==> src/rtl/fb_pkg.sv <==
`default_nettype none
// Shared pattern codes, colour constants and fill FSM encoding for the frame-buffer pattern writer.
package fb_pkg;

    localparam logic [1:0] PAT_SOLID = 2'd0;
    localparam logic [1:0] PAT_VBAR  = 2'd1;
    localparam logic [1:0] PAT_HBAR  = 2'd2;
    localparam logic [1:0] PAT_CHECK = 2'd3;

    // RGB111 colours, bit order {R, G, B}
    localparam logic [2:0] RED_VGA   = 3'b100;
    localparam logic [2:0] GREEN_VGA = 3'b010;
    localparam logic [2:0] BLUE_VGA  = 3'b001;
    localparam logic [2:0] WHITE_VGA = 3'b111;
    localparam logic [2:0] BLACK_VGA = 3'b000;

    typedef enum logic [1:0] {
        INIT = 2'd0,
        FILL = 2'd1,
        IDLE = 2'd2
    } fill_state_t;

endpackage
`default_nettype wire

==> src/rtl/fb_pattern_writer_btn_debounce.sv <==
`default_nettype none
// Button conditioner: 2-flop synchronizer, stability counter and a one-cycle
// pulse on each accepted 0->1 transition of the debounced level.
module btn_debounce #(
    parameter int DEBOUNCE_CYCLES = 750000
) (
    input  logic clk,
    input  logic rst,
    input  logic btn,
    output logic press
);

    localparam int            CW       = (DEBOUNCE_CYCLES > 1) ? $clog2(DEBOUNCE_CYCLES) : 1;
    localparam logic [CW-1:0] CNT_LAST = CW'(DEBOUNCE_CYCLES - 1);

    logic          sync1;
    logic          sync2;
    logic          stable;
    logic [CW-1:0] cnt;

    always_ff @(posedge clk or posedge rst) begin
        if (rst) begin
            sync1  <= 1'b0;
            sync2  <= 1'b0;
            stable <= 1'b0;
            cnt    <= '0;
            press  <= 1'b0;
        end else begin
            sync1 <= btn;
            sync2 <= sync1;
            press <= 1'b0;
            if (sync2 == stable) begin
                cnt <= '0;
            end else if (cnt == CNT_LAST) begin
                // Level held long enough: accept it; only a rising edge is a press.
                stable <= sync2;
                cnt    <= '0;
                press  <= sync2;
            end else begin
                cnt <= cnt + CW'(1);
            end
        end
    end

endmodule
`default_nettype wire

==> src/rtl/fb_pattern_writer.sv <==
`default_nettype none
// Frame-buffer write-side producer: fills an IMG_W x IMG_H RGB111 image with one
// of four test patterns, one pixel per clock, refilling after reset and on each pattern change.
module fb_pattern_writer
    import fb_pkg::*;
#(
    parameter int AW              = 8,
    parameter int DW              = 3,
    parameter int IMG_W           = 16,
    parameter int IMG_H           = 16,
    parameter int DEBOUNCE_CYCLES = 750000
) (
    input  logic          clk,
    input  logic          rst,
    input  logic          bntr,
    input  logic          bntl,
    output logic [AW-1:0] addr_out,
    output logic [DW-1:0] data_out,
    output logic          regwrite,
    output logic          busy,
    output logic [1:0]    pattern_sel
);

    // Patterns read x[2:0] / y[2:0], so both dimensions are expected to be at least 8.
    localparam int            XW     = $clog2(IMG_W);
    localparam int            YW     = $clog2(IMG_H);
    localparam logic [XW-1:0] X_LAST = XW'(IMG_W - 1);
    localparam logic [YW-1:0] Y_LAST = YW'(IMG_H - 1);

    fill_state_t   state;
    logic [XW-1:0] x;
    logic [YW-1:0] y;

    logic          press_r;
    logic          press_l;
    logic          change;
    logic [1:0]    next_sel;

    logic          do_write;
    logic [XW-1:0] wx;
    logic [YW-1:0] wy;
    logic [1:0]    wsel;
    logic [2:0]    pixel;

    btn_debounce #(
        .DEBOUNCE_CYCLES(DEBOUNCE_CYCLES)
    ) u_deb_r (
        .clk   (clk),
        .rst   (rst),
        .btn   (bntr),
        .press (press_r)
    );

    btn_debounce #(
        .DEBOUNCE_CYCLES(DEBOUNCE_CYCLES)
    ) u_deb_l (
        .clk   (clk),
        .rst   (rst),
        .btn   (bntl),
        .press (press_l)
    );

    function automatic logic [2:0] pattern_pixel(input logic [1:0] pat,
                                                 input logic [2:0] px,
                                                 input logic [2:0] py);
        case (pat)
            PAT_SOLID: pattern_pixel = RED_VGA;
            PAT_VBAR:  pattern_pixel = px;
            PAT_HBAR:  pattern_pixel = py;
            default:   pattern_pixel = (px[2] ^ py[2]) ? WHITE_VGA : BLACK_VGA;
        endcase
    endfunction

    // Simultaneous left and right presses cancel out.
    assign change   = press_r ^ press_l;
    assign next_sel = press_r ? pattern_sel + 2'd1 : pattern_sel - 2'd1;

    // A pattern change writes pixel (0,0) of the new pattern in the same cycle it
    // is accepted, so a restarted fill has no gap cycle.
    always_comb begin
        do_write = 1'b0;
        wx       = x;
        wy       = y;
        wsel     = pattern_sel;
        if (state != INIT && change) begin
            do_write = 1'b1;
            wx       = '0;
            wy       = '0;
            wsel     = next_sel;
        end else if (state == FILL) begin
            do_write = 1'b1;
        end
    end

    assign pixel = pattern_pixel(wsel, wx[2:0], wy[2:0]);

    always_ff @(posedge clk or posedge rst) begin
        if (rst) begin
            state       <= INIT;
            x           <= '0;
            y           <= '0;
            addr_out    <= '0;
            data_out    <= '0;
            regwrite    <= 1'b0;
            busy        <= 1'b0;
            pattern_sel <= PAT_SOLID;
        end else if (do_write) begin
            regwrite    <= 1'b1;
            busy        <= 1'b1;
            addr_out    <= AW'({wy, wx});
            data_out    <= DW'(pixel);
            pattern_sel <= wsel;
            if (wx == X_LAST) begin
                x <= '0;
                y <= wy + YW'(1);
                if (wy == Y_LAST) begin
                    state <= IDLE;
                end else begin
                    state <= FILL;
                end
            end else begin
                x     <= wx + XW'(1);
                y     <= wy;
                state <= FILL;
            end
        end else begin
            // Address and data hold their last values while idle.
            regwrite <= 1'b0;
            busy     <= 1'b0;
            if (state == INIT) begin
                state <= FILL;
                x     <= '0;
                y     <= '0;
            end
        end
    end

endmodule
`default_nettype wire

==> config.mk <==
export PLATFORM = sky130hd
export DESIGN_NAME = fb_pattern_writer
export DESIGN_NICKNAME = d
export VERILOG_FILES = /design/src/rtl/fb_pkg.sv /design/src/rtl/fb_pattern_writer_btn_debounce.sv /design/src/rtl/fb_pattern_writer.sv
export SDC_FILE = /design/constraint.sdc
export NUM_CORES = 1
export LEC_CHECK = 0
export ABC_AREA = 1
export CAP_MARGIN = 20
export CORE_ASPECT_RATIO = 0.5
export CORE_MARGIN = 1.5
export CORE_UTILIZATION = 45
export CTS_CLUSTER_DIAMETER = 60
export DETAILED_ROUTE_END_ITERATION = 8
export GPL_ROUTABILITY_DRIVEN = 0
export SETUP_SLACK_MARGIN = 0.4
export SLEW_MARGIN = 20
export SYNTH_ARGS = -nofsm -noshare
export SYNTH_HDL_FRONTEND = slang
export SYNTH_HIERARCHICAL = 1
export SYNTH_SLANG_ARGS = --single-unit
==> constraint.sdc <==
create_clock -name clk -period 2 [get_ports clk]
set_input_delay 0.5 -clock clk [delete_from_list [all_inputs] [get_ports clk]]
set_output_delay 0.5 -clock clk [all_outputs]
set_load 0.05 [all_outputs]
[Word-level counts from Yosys, hierarchy flattened]
Cells that the tools add are included.
Operators by class
  equal/unequal tests: 9
  $add $sub $neg: 6
  reduce and logical (&&, ||, !) cells: 7
  muxes and demuxes: 26
  bitwise operators: 4
Operators with widths (number)
  $mux W20: 4
  $add A20 B1 Y20 const B: 2
  $eq A20 B20 Y1 const B: 2
  $mux W4: 7
  $mux W2: 6
  $pmux W3 S3: 1
  $add A4 B1 Y4 const B: 2
  $eq A4 B4 Y1 const B: 2
  $mux W1: 7
  $eq A2 B1 Y1 const B: 2
  $logic_not A2 Y1: 2
  $reduce_and A2 Y1: 2
  $reduce_bool A2 Y1: 2
  $mux W3: 1
  $add A2 B1 Y2 const B: 1
  $eq A1 B1 Y1: 2
  $eq A2 B2 Y1 const B: 1
  $not A1 Y1: 2
  $sub A2 B1 Y2 const B: 1
  $xor A1 B1 Y1: 2
  $logic_and A1 B1 Y1: 1
Storage, ports and cells
  register bits after elaboration: 72
  output and inout port bits: 15
  input port bits: 4
  logic and storage cells: 69

[Longest topological paths before layout]
  depth in word-level cells: 7
  mapped depth: 12
  mapped depth without buffers: 12

[By module]
Netlist, hierarchy kept.
By module, submodules not included
  btn_debounce: times used 2, cells each 177, area each 1391.3 um^2, seq. area each 600.6 um^2
  fb_pattern_writer: times used 1, cells each 166, area each 1331.3 um^2, seq. area each 600.6 um^2

[Least setup slack after synthesis]
Ideal clock, no wire load.
  path type: register to register
  from: register u_deb_r.press
  to: register state[0]
  library setup time: 0.121 ns
  required time: 1.879 ns
  arrival time: 1.486 ns
  path slack: 0.393 ns
  cell stages (with the launch flop): 12
  period minus slack after synthesis: 1.607 ns
  buffers on the path: 0
  cells stage by stage: dfrtp_1 -> inv_2 -> nand2_4 -> nand2_2 -> nor2_4 -> nor2_1 -> ha_1 -> inv_1 -> nor2_4 -> nand2_2 -> o21ai_2 -> nand2_1
On the way
  elaborated cells between the ends (all ways): 11
  those cells by class: eq/ne (2); mux (6); bitwise (1); reduce/logical (2)
RTL lines
  start: declaration: line fb_pattern_writer_btn_debounce.sv:10  | output logic press
  start signal: assignment: line fb_pattern_writer_btn_debounce.sv:38  | press <= sync2;
  $xor A1 B1 Y1: line fb_pattern_writer.sv:75  | assign change = press_r ^ press_l;
  $logic_and A1 B1 Y1: line fb_pattern_writer.sv:85  | if (state != INIT && change) begin
  $mux W4: line fb_pattern_writer.sv:85
  via wx[0]: line fb_pattern_writer.sv:40  | logic [XW-1:0] wx;
  $eq A4 B4 Y1: line fb_pattern_writer.sv:113  | if (wx == X_LAST) begin
  $mux W2: line fb_pattern_writer.sv:113
  $mux W2: line fb_pattern_writer.sv:107  | end else if (do_write) begin
  end signal: assignment: line fb_pattern_writer.sv:117  | state <= IDLE;
  end signal: assignment: line fb_pattern_writer.sv:119  | state <= FILL;
  end signal: assignment: line fb_pattern_writer.sv:124  | state <= FILL;
  end: declaration: line fb_pattern_writer.sv:30  | fill_state_t state;
The timed path passes the listed nets, and every way through them passes these cells.
A chain may end at the register's enable or synchronous reset.

[Worst setup path after layout]
Ends and elaborated chain as after synthesis.

==> results.json <==
{
  "post_synthesis_sequential_area_ratio": 0.438,
  "setup_slack_reg_to_reg_ns": 0.42,
  "final_cell_area_mm2": 0.00470,
  "final_layout_size_suffix_gt1_frac": 0.220,
  "setup_viol": 0,
  "timing.rr.end": "state[0]$_DFFE_PP0P_",
  "crit_chain": "inv_2 -> nand2_4 -> nand2_4 -> nor2_4 -> nor2_4 -> ha_4 -> inv_1 -> nor2_4 -> nand2_2 -> o21ai_2 -> nand2_1",
  "critical_path_capture_point_type": "register",
  "cts.reportedPaths.clkPinSlew_ns": 0.05,
  "dp_hpwl_um": 6240,
  "power_w": 0.00294,
  "ctsHtreeMaxLevel": 3,
  "first_global_vias": 3278,
  "cp-startpoint": "u_deb_r/press$_DFF_PP0_",
  "crit-reg2reg-launch": "u_deb_r/press$_DFF_PP0_",
  "vias": 3277,
  "reg2reg_depth": 11,
  "multi_input_comb_area_mm2": 0.00206,
  "most-common-layout-cells": "sky130_fd_sc_hd__nand2_1 (122), sky130_fd_sc_hd__nor2_1 (77), sky130_fd_sc_hd__dfrtp_1 (72), sky130_fd_sc_hd__nand3_1 (47), sky130_fd_sc_hd__inv_1 (41)",
  "routedLengthMet1_um": 3980,
  "max_slew.worst_pin.slew_ns": 0.364,
  "setup_repair_after_global_routing_missed_its_margin": "true",
  "synth_fp_nets": 527,
  "slew_violations": 0,
  "final-hold-violation-count": 0,
  "avgRoutedWirePerCell_um": 12.5,
  "slew_headroom": 0.757,
  "drt-initial-drc-count": 122,
  "leakage_nw": 2.09,
  "avgSynthCellArea_um2": 7.91,
  "cts-buffers-inserted": 9,
  "cpLargestDelayFamily": "simple AND/OR/NAND/NOR gates",
  "drtPass1Iterations": 4,
  "top_level_ports": 19,
  "ys_seq_elements": 72,
  "area.growth.synth_to_final_pct": 14.4,
  "post_synth_inst_count": 520,
  "cpPeakStageDelay_ns": 0.41,
  "grt_first_pass_wirelength_um": 15200,
  "final_net_count": 557,
  "timing.critical_path.fanout_max": 5,
  "routed-wl-met2_um": 4110,
  "sequential_cell_area_in_the_final_layout_mm2": 0.00180,
  "final_common_cell": "sky130_fd_sc_hd__nand2_1",
  "fp.dieArea_mm2": 0.00976,
  "portBuffers": 18,
  "worst_ir_drop_vdd_uv": 426,
  "detailroute.wirelength.met3_um": 241,
  "timing.critical_path.from_type": "register",
  "hold_path.startpoint": "u_deb_r/sync1$_DFF_PP0_",
  "fin_skew_ns": 0.00500,
  "ctsLongestPathBuffers": 2,
  "top_layer": "met4",
  "grt_antenna_before_repair": 0,
  "num_rows": 24,
  "tritoncts_clock_tree": "done",
  "crit_path_frequent_cell": "sky130_fd_sc_hd__nor2_4",
  "timing_worst_setup_path_type": "reg2reg",
  "globalRoute.totalOverflow": 0,
  "cp_data_required_time_ns": 2.21,
  "remaining_drc_errors": 0,
  "dpl-instance-area_mm2": 0.00440,
  "fillers": 882,
  "die_h_um": 70.6,
  "cts_sinks": 72,
  "final_core_utilization": 0.535,
  "avgViaCountPerCell": 4.91,
  "hold_class": "reg2reg",
  "yosysWarningCount": 6,
  "route.final.wire_length_um": 8360,
  "worstPathBufferInverterCount": 2,
  "max_freq_mhz": 631,
  "pwr_density_cell_mw_per_mm2": 624,
  "grt_use_total": 0.195,
  "initial_utilization": 0.468,
  "core_mm2": 0.00880,
  "cts-hold-fix-buffers": 0,
  "finalWorstPathRequiredPeriod_ns": 1.58,
  "synthDistinctLibCells": 31,
  "outcome": "completed",
  "clk_latency_ns": 0.33,
  "cp.arrival_ns": 1.80,
  "dieWidth_um": 138,
  "largest_net_degree_at_the_start_of_global_routing": 25,
  "min_delay_worst_endpoint": "u_deb_r/sync2$_DFF_PP0_",
  "maxCapViolations": 0,
  "slowest_stage": "sky130_fd_sc_hd__dfrtp_1",
  "ctsRootBufferMaster": "sky130_fd_sc_hd__clkbuf_16",
  "fin_crit_sh": 0.792,
  "drtAntennaViolNets": 0,
  "synth.cell_area_mm2": 0.00411,
  "worst_hold_path.num_cells": 0,
  "insertedDiodeCount": 0,
  "setup_tns_after_final_layout_ns": 0
}
[logic make-up after synthesis]
group	share of synthesized area
compound gates	0.0310
buf+inv	0.0699
fa+ha+maj	0.00913
flops	0.438
xor+xnor	0.0462
simple gates	0.406
[layout make-up]
type                            count  share of cell area
Clock buffer                       10              0.0508
Sequential cell                    72               0.383
Clock inverter                      2             0.00213
Multi-Input combinational cell    381               0.438
Inverter                           60              0.0479
Tap cell                          117              0.0311
Timing Repair Buffer               26              0.0468
[sequential cells by signal (all words and copies together), names as in the netlist]
register and flops:
x 4, u_deb_r/stable 1, state 2, u_deb_l/stable 1, u_deb_l/sync1 1, y 4, pattern_sel 2, u_deb_l/sync2 1
u_deb_r/cnt 20, u_deb_r/sync1 1, u_deb_r/sync2 1, u_deb_r/press 1, data_out 3, addr_out 8, u_deb_l/press 1, u_deb_l/cnt 20
busy 1
[repair_timing]
action,4_1_cts,5_1_grt
setup endpoints to repair,16,8
cloned,0,0
buffers inserted,1,2
gates resized for setup,26,6
pin swaps,3,3
[report_power, final]
part / switching (W) / internal [W] / leakage [nW]
clock network: 0.000531 / 0.000838 / 0.126
registers: 0.0000124 / 0.00147 / 0.943
logic: 0.0000583 / 0.0000237 / 1.02
[Yosys cell counts, drive strengths merged]
| cell | instances | area share |
|---|---|---|
| nor2 | 102 | 0.12 |
| a21oi | 4 | 0.0049 |
| buf | 7 | 0.015 |
| o31ai | 1 | 0.0030 |
| ha | 3 | 0.0091 |
| xnor2 | 4 | 0.0085 |
| xor2 | 16 | 0.038 |
| nor3b | 2 | 0.0061 |
| dfrtp | 72 | 0.44 |
| nand4 | 24 | 0.036 |
| inv | 56 | 0.051 |
| o21ai | 15 | 0.020 |
| nor3 | 6 | 0.0097 |
| o22ai | 1 | 0.0030 |
| nand2 | 148 | 0.16 |
| clkinv | 4 | 0.0036 |
| nand3 | 55 | 0.078 |
[per-layer routing]
| layer | up-vias | GRT usage |
|---|---|---|
| li1 | 1711 | - |
| met1 | 1526 | 0.241 |
| met2 | 38 | 0.340 |
| met3 | 2 | 0.0528 |
| met4 | 0 | 0.0561 |
| met5 | - | 0 |
[worst max path at each step]
stage	to	slack, ns	depth (start not counted)
6_report	state[0]$_DFFE_PP0P_	0.42	11
5_1_grt	state[0]$_DFFE_PP0P_	0.31	11
4_1_cts	regwrite	0.31	1
3_5_place_dp	state[0]$_DFFE_PP0P_	0.18	11
3_3_place_gp	state[0]$_DFFE_PP0P_	0.33	11
2_1_floorplan	state[0]$_DFFE_PP0P_	0.43	11
[per-stage QoR]
stage          worst slack (ns)  cells  hold WS [ns]
3_3_place_gp              0.333    653         0.332
3_5_place_dp              0.178    653         0.339
2_1_floorplan             0.430    520         0.331
6_report                  0.416    668         0.347
5_1_grt                   0.306    668         0.353
4_1_cts                   0.307    666         0.351
Note: power is estimated with default switching activity, not from simulation.
